<file path="src/rtl/trap_pkg.sv">
// Shared constants and types for the trap/return sequencer.
package trap_pkg;

  localparam logic [31:0] ECALL = 32'h00000073;
  localparam logic [31:0] UNIMP = 32'hc0001073;
  localparam logic [31:0] MRET  = 32'h30200073;

  localparam int unsigned CAUSE_ECALL_M = 11;
  localparam int unsigned CAUSE_ILLEGAL = 2;

  localparam int unsigned MSTATUS_MIE    = 3;
  localparam int unsigned MSTATUS_MPIE   = 7;
  localparam int unsigned MSTATUS_MPP_LO = 11;
  localparam int unsigned MSTATUS_MPP_HI = 12;

  localparam int unsigned CSR_WE_W = 3;

  typedef enum logic [1:0] {
    IDLE     = 2'd0,
    FLUSH    = 2'd1,
    REDIRECT = 2'd2
  } state_t;

endpackage

</file>
<file path="src/rtl/trap_decode.sv">
// Exact-match decode of the three trap-related instruction words.
module trap_decode
  import trap_pkg::*;
(
  input  logic [31:0] inst,
  output logic        is_ecall,
  output logic        is_unimp,
  output logic        is_mret
);

  assign is_ecall = (inst == ECALL);
  assign is_unimp = (inst == UNIMP);
  assign is_mret  = (inst == MRET);

endmodule

</file>
<file path="src/rtl/trap_ctrl.sv">
// Trap/return sequencer: CSR update, pipeline flush, then PC redirect.
module trap_ctrl
  import trap_pkg::*;
#(
  parameter int unsigned XLEN         = 64,
  parameter int unsigned FLUSH_CYCLES = 2
) (
  input  logic                clk,
  input  logic                rst,
  input  logic                ex_valid,
  input  logic [31:0]         ex_inst,
  input  logic [XLEN-1:0]     ex_pc,
  input  logic                stall_in,
  input  logic [XLEN-1:0]     mtvec_in,
  input  logic [XLEN-1:0]     mepc_in,
  input  logic [XLEN-1:0]     mstatus_in,
  output logic [CSR_WE_W-1:0] trap_csr_we,
  output logic [XLEN-1:0]     trap_mepc_out,
  output logic [XLEN-1:0]     trap_mcause_out,
  output logic [XLEN-1:0]     trap_mstatus_out,
  output logic                flush_out,
  output logic                redirect_valid,
  output logic [XLEN-1:0]     redirect_pc,
  output logic                busy
);

  localparam int unsigned CW = $clog2(FLUSH_CYCLES + 1);

  logic is_ecall, is_unimp, is_mret;

  trap_decode u_decode (
    .inst     (ex_inst),
    .is_ecall (is_ecall),
    .is_unimp (is_unimp),
    .is_mret  (is_mret)
  );

  state_t               state, state_nxt;
  logic [CW-1:0]        cnt, cnt_nxt;
  logic [XLEN-1:0]      target, target_nxt;
  logic [CSR_WE_W-1:0]  we_nxt;
  logic [XLEN-1:0]      mepc_nxt, mcause_nxt, mstatus_nxt, rpc_nxt;
  logic                 flush_nxt, rv_nxt, busy_nxt;
  logic [XLEN-1:0]      ms_trap, ms_ret;

  // mstatus images for trap entry and for mret
  always_comb begin
    ms_trap = mstatus_in;
    ms_trap[MSTATUS_MPIE] = mstatus_in[MSTATUS_MIE];
    ms_trap[MSTATUS_MIE]  = 1'b0;
    ms_trap[MSTATUS_MPP_HI:MSTATUS_MPP_LO] = 2'b11;
    ms_ret = mstatus_in;
    ms_ret[MSTATUS_MIE]  = mstatus_in[MSTATUS_MPIE];
    ms_ret[MSTATUS_MPIE] = 1'b1;
    ms_ret[MSTATUS_MPP_HI:MSTATUS_MPP_LO] = 2'b00;
  end

  always_comb begin
    state_nxt   = state;
    cnt_nxt     = cnt;
    target_nxt  = target;
    we_nxt      = '0;
    mepc_nxt    = '0;
    mcause_nxt  = '0;
    mstatus_nxt = '0;
    case (state)
      IDLE: begin
        if (ex_valid && !stall_in && (is_ecall || is_unimp || is_mret)) begin
          state_nxt = FLUSH;
          cnt_nxt   = CW'(FLUSH_CYCLES - 1);
          if (is_mret) begin
            we_nxt      = 3'b100;
            mstatus_nxt = ms_ret;
            target_nxt  = mepc_in;
          end else begin
            we_nxt      = 3'b111;
            mepc_nxt    = ex_pc;
            mcause_nxt  = is_ecall ? XLEN'(CAUSE_ECALL_M) : XLEN'(CAUSE_ILLEGAL);
            mstatus_nxt = ms_trap;
            // direct mode only: mode bits are dropped
            target_nxt  = mtvec_in & ~XLEN'(3);
          end
        end
      end
      FLUSH: begin
        if (cnt == '0) state_nxt = REDIRECT;
        else           cnt_nxt   = cnt - CW'(1);
      end
      REDIRECT: begin
        if (!stall_in) state_nxt = IDLE;
      end
      default: state_nxt = IDLE;
    endcase
    flush_nxt = (state_nxt == FLUSH);
    rv_nxt    = (state_nxt == REDIRECT);
    rpc_nxt   = rv_nxt ? target_nxt : '0;
    busy_nxt  = (state_nxt != IDLE);
  end

  always_ff @(posedge clk or posedge rst) begin
    if (rst) begin
      state            <= IDLE;
      cnt              <= '0;
      target           <= '0;
      trap_csr_we      <= '0;
      trap_mepc_out    <= '0;
      trap_mcause_out  <= '0;
      trap_mstatus_out <= '0;
      flush_out        <= 1'b0;
      redirect_valid   <= 1'b0;
      redirect_pc      <= '0;
      busy             <= 1'b0;
    end else begin
      state            <= state_nxt;
      cnt              <= cnt_nxt;
      target           <= target_nxt;
      trap_csr_we      <= we_nxt;
      trap_mepc_out    <= mepc_nxt;
      trap_mcause_out  <= mcause_nxt;
      trap_mstatus_out <= mstatus_nxt;
      flush_out        <= flush_nxt;
      redirect_valid   <= rv_nxt;
      redirect_pc      <= rpc_nxt;
      busy             <= busy_nxt;
    end
  end

endmodule

</file>
<file path="config.mk">
export PLATFORM = sky130hd
export DESIGN_NAME = trap_ctrl
export DESIGN_NICKNAME = d
export VERILOG_FILES = /design/src/rtl/trap_pkg.sv /design/src/rtl/trap_decode.sv /design/src/rtl/trap_ctrl.sv
export SDC_FILE = /design/constraint.sdc
export NUM_CORES = 1
export LEC_CHECK = 0
export CELL_PAD_IN_SITES_DETAIL_PLACEMENT = 1
export CELL_PAD_IN_SITES_GLOBAL_PLACEMENT = 2
export CORE_ASPECT_RATIO = 1.5
export CORE_MARGIN = 2
export CORE_UTILIZATION = 22
export CTS_BUF_LIST = sky130_fd_sc_hd__clkbuf_16
export CTS_CLUSTER_DIAMETER = 120
export DETAILED_ROUTE_END_ITERATION = 6
export PLACE_DENSITY = 0.82
export SETUP_SLACK_MARGIN = 0.02
export SLEW_MARGIN = 20
export SYNTH_ARGS = -nofsm -noshare
export SYNTH_HDL_FRONTEND = slang
export SYNTH_SLANG_ARGS = --single-unit
</file>
<file path="constraint.sdc">
create_clock -name clk -period 10.74 [get_ports clk]
set_input_delay 3.222 -clock clk [delete_from_list [all_inputs] [get_ports clk]]
set_output_delay 3.222 -clock clk [all_outputs]
set_load 0.005 [all_outputs]
</file>
==> summary.txt <==
Run status
  – Outcome: finished clean

Layout
  – Post-layout util: about a third
  – Layout Nets: 1580
  – Layout cells sized above 1: 9.279%
  – Synthesis-to-layout area growth: 54.85%

Timing
  – Final Hold Fails: 0
  – Highest clock rate: between 0.15 and 0.2 GHz
  – RSZ-0062 raised after global routing: no
  – Final setup vio count: 0
  – Setup TNS: 0 ns
  – Final period util: 55.61%
  – Worst Clk Skew: 0.02163 ns
  – Minimum clock period after layout: 5.972 ns
  – Slew Limit Fails: 0
  – Relative slew slack: 34.80%
  – Worst Tran Pin Value: 0.9781 ns

Job
  – Max_cap viols: 0

Critical path
  – CP required: about 11 ns
  – Crit. End Element: flip-flop
  – Worst Setup Path Type: input pin to flip-flop
  – Max Fanout on Critical Path: 65
  – Worst Setup Start Kind: input pin
  – Worst EP arrival: 6.34 ns

CTS
  – Worst-path clk slew: 0.06 ns
  – Worst-skew pair later-pin latency: 0.57 ns
  – CTS sink count: 264
  – Hold_buf cts: 0
  – Root buf cell: clkbuf_16
  – Bufs on Longest Clock Path: 3
  – CTS tree: built
  – Post-CTS Resized: 0
  – Htree depth: 1
  – Setup bufs post-CTS: 0
  – Total CTS buffers: 28

Die
  – Die Y: 278.7 um
  – Core box area: 0.04967 mm2
  – Row count: 100
  – Die X: 187.1 um
  – Starting Density: between 20% and 30%
  – I/O pin count: 554
  – Die area: 0.05214 mm2

Drt
  – Routed Wire Length: 37570 um
  – Via count: 8133
  – DRT antenna net count: 0
  – Drt pass-1 iters: 4
  – Drt initial violations: 320
  – Vias/cell: 4.128
  – DR DRC count: 0
  – Wirelength per Cell: about 19 um

Logic synthesis
  – Post-synthesis cell area: 0.01107 mm2
  – Post-synthesis mux area share: 5.789%
  – Complex-gate fraction of the synthesized area: 13.30%
  – Number of synthesized register bits: approximately 260
  – Main combinational cell family by area after synthesis: compound AO/OA/AOI/OAI gates
  – Synth Area in XOR/XNOR: 0%
  – Synth unique cells: 43
  – Register area share after synthesis: 59.70%
  – Post-Syn Instances: 831
  – Mapped Avg Cell Area: approximately 13 um2
  – Synth Area in Adders: 0.1131%
  – Post-synthesis simple-gate area fraction: 10.30%
  – Yosys warning count: 0

Power
  – Leakage: roughly 0.0076 uW
  – PwrDens: 125.3 mW/mm2
  – Peak VDD IR: ~0.00011 V

Global routing
  – Aggregate global routing overflow: 0
  – Number of global-route vias before repair: 9020
  – Initial antenna violation count: 5
  – First-pass GRT wire length: 55630 um
  – GRT Util Overall: 13.98%
  – Largest net degree at the start of global routing: 91

Placed design
  – RePlAce Congestion: 0.8475
  – PortBufs: around 500
  – Final HPWL DP: about 28000 um

Min path
  – HP Class: flip-flop to flip-flop
-- worst paths after layout --
kind | depth (start not counted) | slack, ns | to | start
max | 6 | 4.77 | target[46] | ex_inst[4]
min | 2 | 0.50 | redirect_pc[0] | target[0]
max reg2reg | 6 | 7.62 | redirect_pc[51] | state[1]
min reg2reg | 2 | 0.50 | redirect_pc[0] | target[0]
max in group asynchronous | 4 | 5.77 | redirect_pc[11] | rst
min in group asynchronous | 2 | 3.16 | trap_mepc_out[52] | rst
-- kinds of logic after synthesis --
family          count (synthesis)
flops                         264
buf+inv                       202
simple gates                  165
compound gates                134
mux                            64
fa+ha+maj                       1
other cells                     1
-- state kept, by name (all words and copies together) (netlist names) --
signal and cells:
redirect_pc 64, cnt 2, trap_mepc_out 64, trap_csr_we 1
flush_out 1, trap_mstatus_out 63, state 2, busy 1
trap_mcause_out 1, target 64, redirect_valid 1
-- synthesized netlist by cell type, drive strengths merged --
library cell	instances	area [um2]
nor4bb	1	10.01
nand2b	1	6.260
a31oi	1	6.260
conb	1	3.750
nor2	7	26.28
and4	2	17.52
o211a	1	10.01
a2bb2oi	1	8.760
o21a	2	15.01
nor3	4	41.29
nand2	5	18.77
nand4	3	33.78
o22ai	1	6.260
nand3	2	10.01
a221oi	62	930.9
and3	5	31.28
o2111a	1	11.26
or3	1	6.260
a21o	1	7.510
nor4b	3	32.53
ha	1	12.51
nor2b	1	6.260
nor3b	64	480.5
and4b	1	10.01
nor4	1	6.260
clkbuf	13	48.80
and3b	1	8.760
inv	70	262.8
a22oi	62	465.5
buf	119	879.6
a21oi	2	10.01
dfrtp	264	6606
mux2i	64	640.6
and2	63	394.1
-- per-layer routing --
layer	GRT usage (%)	up-vias	part of all wire, %
li1	-	3678	-
met1	14.73	4051	35
met2	26.77	332	55
met3	3.042	70	6.9
met4	5.515	2	3.3
met5	0	-	0.035
-- placed cells by master (no fill, tap or decap), drive strengths merged, types with 5 or more instances in the layout --
master,n
clkdlybuf4s50,488
clkinv,9
nor2,7
buf,10
a221oi,62
conb,61
nor3b,64
nand2,5
inv,75
a22oi,62
bufinv,5
and2,63
and3,5
dfrtp,264
mux2i,64
clkbuf,28
-- report_power, final --
group / internal, uW / switching [uW] / leakage, uW
Combinational: 102 / 60.9 / 0.00380
Clock: 589 / 402 / 0.000469
Sequential: 995 / 0.000000795 / 0.00336
Total: 1690 / 463 / 0.00763
-- final cells by class --
cell class | count | area, um2
diodes | 3 | 7.507
multi-input cells | 425 | 3538
inverters | 70 | 270.3
flip-flops and latches | 264 | 6606
repair buffers | 498 | 4960
clock inverters | 19 | 222.7
well taps | 663 | 829.5
clock buffers | 28 | 700.7
fillers | 5416 | 32540
-- worst max-delay path, stage by stage --
cell and delay, ns:
clkdlybuf4s50_1 0.47, nor4bb_1 0.30, and4_1 0.49, o2111a_4 0.82, buf_4 0.76, a22oi_1 0.19
-- through the flow --
stage	hold WS [ns]	cell area (um2)	total power, uW	instances	worst slack, ns
global route	0.5477	17140	2242	1970	4.563
detailed placement	0.4892	16200	1177	1920	4.099
CTS	0.5053	17130	2197	1967	4.710
floorplan	0.4593	11290	1071	891	0.2494
global placement	0.4979	16200	1174	1920	4.218
finish	0.4980	17140	2148	1970	4.768
No activity file was read; power rests on OpenSTA's default activity.
